`config.mk`:
```
export PLATFORM = sky130hd
export DESIGN_NAME = ysyx_23060208_ifu_prefetch
export DESIGN_NICKNAME = d
export VERILOG_FILES = /design/src/rtl/ysyx_23060208_ifu_prefetch.sv
export SDC_FILE = /design/constraint.sdc
export NUM_CORES = 1
export LEC_CHECK = 0
export ABC_AREA = 1
export BUFFER_PORTS_ARGS = -buffer_cell sky130_fd_sc_hd__clkbuf_2
export CORE_ASPECT_RATIO = 1.2
export CORE_MARGIN = 8
export CORE_UTILIZATION = 52
export CTS_CLUSTER_DIAMETER = 40
export DETAILED_ROUTE_END_ITERATION = 16
export GPL_TIMING_DRIVEN = 0
export PLACE_DENSITY = 0.76
export SETUP_SLACK_MARGIN = 0.4
export SLEW_MARGIN = 40
export SYNTH_ARGS = -nofsm -noshare
export SYNTH_HDL_FRONTEND = slang
export SYNTH_SLANG_ARGS = --single-unit
```
`constraint.sdc`:
```
create_clock -name clk -period 4 [get_ports clk]
set_input_delay 0.2 -clock clk [delete_from_list [all_inputs] [get_ports clk]]
set_output_delay 0.2 -clock clk [all_outputs]
set_load 0.01 [all_outputs]
```
`src/rtl/ysyx_23060208_ifu_prefetch.sv`:
```
// ysyx_23060208_ifu_prefetch: instruction prefetcher feeding a small FIFO from an AXI-lite-style read port
// Ports: clk/rst (async active-high); redirect_valid/redirect_pc restart fetch;
// isram_ar*/isram_r* read channel (one outstanding read); out_* head entry to IDU;
// fifo_count is the buffer occupancy.
module ysyx_23060208_ifu_prefetch #(
    parameter int DATA_WIDTH = 32,
    parameter logic [DATA_WIDTH-1:0] RESET_PC = 32'h8000_0000,
    parameter int FIFO_DEPTH = 4
) (
    input  logic                          clk,
    input  logic                          rst,
    input  logic                          redirect_valid,
    input  logic [DATA_WIDTH-1:0]         redirect_pc,
    output logic [DATA_WIDTH-1:0]         isram_araddr,
    output logic                          isram_arvalid,
    input  logic                          isram_arready,
    input  logic [DATA_WIDTH-1:0]         isram_rdata,
    input  logic                          isram_rvalid,
    input  logic [1:0]                    isram_rresp,
    output logic                          isram_rready,
    output logic                          out_valid,
    input  logic                          out_ready,
    output logic [DATA_WIDTH-1:0]         out_pc,
    output logic [DATA_WIDTH-1:0]         out_inst,
    output logic                          out_fault,
    output logic [$clog2(FIFO_DEPTH):0]   fifo_count
);
    localparam int AW = $clog2(FIFO_DEPTH);
    localparam int CW = AW + 1;
    localparam logic [1:0] IDLE = 2'd0;
    localparam logic [1:0] AR   = 2'd1;
    localparam logic [1:0] R    = 2'd2;
    localparam logic [1:0] HALT = 2'd3;

    logic [1:0]            state, state_nx;
    logic                  squash, squash_nx;
    logic [DATA_WIDTH-1:0] fetch_pc, req_pc;
    logic [AW-1:0]         wr_ptr, rd_ptr;
    logic [CW-1:0]         count;
    logic [DATA_WIDTH-1:0] pc_q   [FIFO_DEPTH];
    logic [DATA_WIDTH-1:0] inst_q [FIFO_DEPTH];
    logic                  fault_q[FIFO_DEPTH];
    logic                  ar_hs, r_hs, fault, push, pop, issue;

    assign ar_hs = isram_arvalid & isram_arready;
    assign r_hs  = isram_rready & isram_rvalid;
    assign fault = |isram_rresp;
    // a response is kept only if it is not stale and no redirect lands in the same cycle
    assign push  = r_hs & ~squash & ~redirect_valid;
    assign pop   = out_valid & out_ready & ~redirect_valid;
    assign issue = (state == IDLE) & (count != CW'(FIFO_DEPTH)) & ~redirect_valid;

    always_comb begin
        state_nx = state == IDLE ? (issue ? AR : IDLE) :
                   state == AR   ? (ar_hs ? R : AR) :
                   state == R    ? (!r_hs ? R : (push && fault) ? HALT : IDLE) :
                                   (redirect_valid ? IDLE : HALT);
        // arvalid cannot be withdrawn, so an in-flight read is tracked and dropped later
        squash_nx = (redirect_valid && (state == AR || (state == R && !r_hs))) ? 1'b1 :
                    r_hs ? 1'b0 : squash;
    end

    always_ff @(posedge clk or posedge rst) begin
        if (rst) begin
            state    <= IDLE;
            squash   <= 1'b0;
            fetch_pc <= RESET_PC;
            req_pc   <= RESET_PC;
            wr_ptr   <= '0;
            rd_ptr   <= '0;
            count    <= '0;
        end else begin
            state  <= state_nx;
            squash <= squash_nx;
            // araddr comes from req_pc so a redirect cannot disturb a pending request
            if (issue)
                req_pc <= fetch_pc;
            if (redirect_valid) begin
                fetch_pc <= redirect_pc;
                wr_ptr   <= '0;
                rd_ptr   <= '0;
                count    <= '0;
            end else begin
                if (push) begin
                    fetch_pc <= fetch_pc + DATA_WIDTH'(4);
                    wr_ptr   <= wr_ptr + AW'(1);
                end
                if (pop)
                    rd_ptr <= rd_ptr + AW'(1);
                count <= count + CW'(push) - CW'(pop);
            end
        end
    end

    always_ff @(posedge clk) begin
        if (push) begin
            pc_q[wr_ptr]    <= req_pc;
            inst_q[wr_ptr]  <= isram_rdata;
            fault_q[wr_ptr] <= fault;
        end
    end

    assign isram_arvalid = state == AR;
    assign isram_araddr  = req_pc;
    assign isram_rready  = state == R;
    assign fifo_count    = count;
    assign out_valid     = count != '0;
    // head fields are masked so they read 0 when empty or in reset
    assign out_pc        = out_valid ? pc_q[rd_ptr] : '0;
    assign out_inst      = out_valid ? inst_q[rd_ptr] : '0;
    assign out_fault     = out_valid & fault_q[rd_ptr];
endmodule
```
==> results.md <==
- Main area contributors after synthesis: edfxtp_1 56%, dfrtp_1 13%, nor2_1 8.5%, nand2_1 5.9%, o21ai_0 5.8%
- Vias in the first global route: 10710
- Buffers on Ports: 173
- Crit path from: fifo_count[1]
- Worst EP required: 4420 ps
- Wire length of the first global-routing pass: 57360 µm
- CP startpoint kind: register
- NetSw: 0.003624 W
- Final setup fails: 0
- Sequential power share: 41.6%
- CTS Buf Count: 37
- DR vias: 10510
- Data arrival, critical path: 3100 ps
- FFs w/ async S/R, synth: 22.16%
- CP Max Fanout: 5
- Worst slew pin tran: 662.6 ps
- Starting Density: 52.30%
- Fin worst setup slack: 1319 ps
- Post-layout min period: 2681 ps
- Clock Root Buffer: clkbuf_16
- CTS sink count: 334
- H-tree depth: 2
- GPL Wtd Cong: 0.8740
- Fin cells: 1974
- Worst rel slew slack: 55.82%
- Final period util: 67.02%
- Layout cells sized above 1: 18.91%
- Placed cells: 1846
- # hold bufs at CTS: 63
- Outcome: finished clean
- Chip Height: 196.0 µm
- Row cnt: 66
- Hpwl dp: 25270 µm
- #FFs+latches synth: 334
- R2R Path End: fifo_count[2]
- Area grow syn2layout: 25.93%
- Gr usage total: 22.45%
- Final Slew Violations: 0
- Total Power: 0.01095 W
- CP Capture Point: fifo_count[2]
- Area fraction of the dominant cell type after synthesis: 55.62%
- Routed wire length: 36570 µm
- Ys Warns: 0
- Clock Tree Buf Depth: 3
- Worst Setup End Kind: register
- Clk_lat worst skew: 510 ps
- RSZ-0062 raised after global routing: false
- DRC viols: 0
- Switching Share: 33.08%
- Cells after Synth: 1317
- Die area: 32530 µm²
- Largest net degree at the start of global routing: 48
- Syn nets: 1397
- Routed len/inst: 18.52 µm
- NumNets Final: 1688
- I/O pin count: 175
- Hold Path Class: input pin to register
- Combinational power share: 26.0%
- Leakage: 7.052 nW
- Gr ovfl total: 0
- CTS tree: yes
- Final ANT Viol Nets: 0
- Maxcap violations: 0
- Initial antenna violation count: 0
- Synth top cells by count: 319 x nor2_1, 260 x edfxtp_1, 220 x nand2_1
- Seq/Total Area, Yosys: 68.84%
- FF-to-FF path depth: 12
- Post-Syn Area: 14040 µm²
- VDD IR max: 388.6 µV
- Drt pass-1 iters: 5
- Top-count cell post-synth: nor2_1
- Worst slack, placed: 1329 ps
- Reg2reg start: fifo_count[1]
- Int Power: 0.007330 W
- Core Box Area: 26840 µm²
- Distinct cells, synth: 34
- Ys flop type: edfxtp_1
- Cell taking the most area after synthesis: edfxtp_1
- Reg-to-reg slack, setup: 1320 ps
- Crit path kind: register to register
- Syn Area/Cell: 10.66 µm²
- Die Span X: 166.0 µm
- Initial DRC Count: 917
- Clk pwr share: 32.4%
- Ant. Diodes: 0
- Avg Vias per Cell: 5.326
- Hold Violations, Final: 0
- Post-synth EDFFs: 260
- Clock-pin slew on the worst setup and hold paths: 60 ps
- Max Clock Skew: 16.04 ps
- Fmax achieved: 0.3730 GHz
- Power per cell area: 619.8 nW/µm²
- Post-CTS Setup Bufs: 0
- Post-CTS Resized: 0
[critical path: stages, from the launching register on]
cell	delay [ps]
dfrtp_1	430
or2_2	340
nor2_2	270
nor2_1	90
inv_1	150
nor2_1	60
ha_1	300
inv_1	50
ha_1	120
inv_1	50
fa_1	380
and3_1	180
nor3_1	150
[cells by family after synthesis]
kind of cell | count (synthesis) | share of synthesized area [%]
xor+xnor | 13 | 0.8112
simple gates | 602 | 17.10
compound gates | 245 | 8.870
flops | 334 | 68.84
buf+inv | 115 | 3.619
fa+ha+maj | 8 | 0.7666
[stage by stage]
step                      hold slack (ps)  TNS [ps]  utilization (%)  cell area (µm²)
after floorplan                     298.9    -44310                -            14040
after global placement              409.5   -552800            57.11            15330
after detailed placement            178.1         0            58.69            15750
after CTS                           17.28         0            65.86            17680
after global routing                60.23         0            65.86            17680
final                               42.29         0            65.86            17680
[worst min-delay path by stage]
stage | startpoint | end | slack (ps) | depth (start not counted)
6_report | redirect_pc[24] | fetch_pc[24] | 40 | 5
5_1_grt | redirect_pc[12] | fetch_pc[12] | 60 | 4
4_1_cts | redirect_pc[24] | fetch_pc[24] | 20 | 5
3_5_place_dp | rst | fetch_pc[30] | 180 | 2
3_3_place_gp | redirect_pc[1] | fetch_pc[1] | 410 | 3
2_1_floorplan | isram_rdata[0] | inst_q[0][0] | 300 | 0
[layout by cell type (no fill, tap or decap), types with 11 or more instances in the layout]
cell type,netlist,layout
a21oi_1,72,72
buf_16,0,12
buf_2,20,20
clkbuf_1,27,34
clkbuf_16,0,39
clkbuf_2,0,173
dfrtp_1,72,72
dlygate4sd3_1,0,63
edfxtp_1,260,260
inv_1,43,42
nand2_1,220,220
nand3_1,37,37
nor2_1,319,315
nor2_2,11,11
o21ai_0,164,164
xor2_1,11,11
[registers in the layout, indices dropped and copies added, names as in the netlist]
signal and cells:
squash 1, fifo_count 3, pc_q 128, fault_q 4, wr_ptr 2, isram_araddr 32
state 2, inst_q 128, fetch_pc 32, rd_ptr 2
[power by group through the flow]
stage	logic, W	clock network, W	registers [W]
detailed placement	0.00280	0	0.00462
CTS	0.00287	0.00359	0.00455
finish	0.00285	0.00354	0.00456
global placement	0.00273	0	0.00461
floorplan	0.00154	0	0.00456
global route	0.00313	0.00372	0.00461
[cell type report]
cell class                      instances  area (µm²)
Fill cell                            2002        9163
Buffer                                 66       321.6
Inverter                               49       191.4
Multi-Input combinational cell        868        3896
Clock buffer                           46        1002
Timing Repair Buffer                  252        1887
Sequential cell                       334        9662
Tap cell                              340       425.4
Clock inverter                         19       290.3
[per-layer routing]
metal  share of wire (%)  GRT usage (%)
met1                  39          26.62
met2                  51          39.91
met3                 6.4          4.203
met4                 3.2          8.901
met5                   0              0
Note: power is estimated with default switching activity, not from simulation.
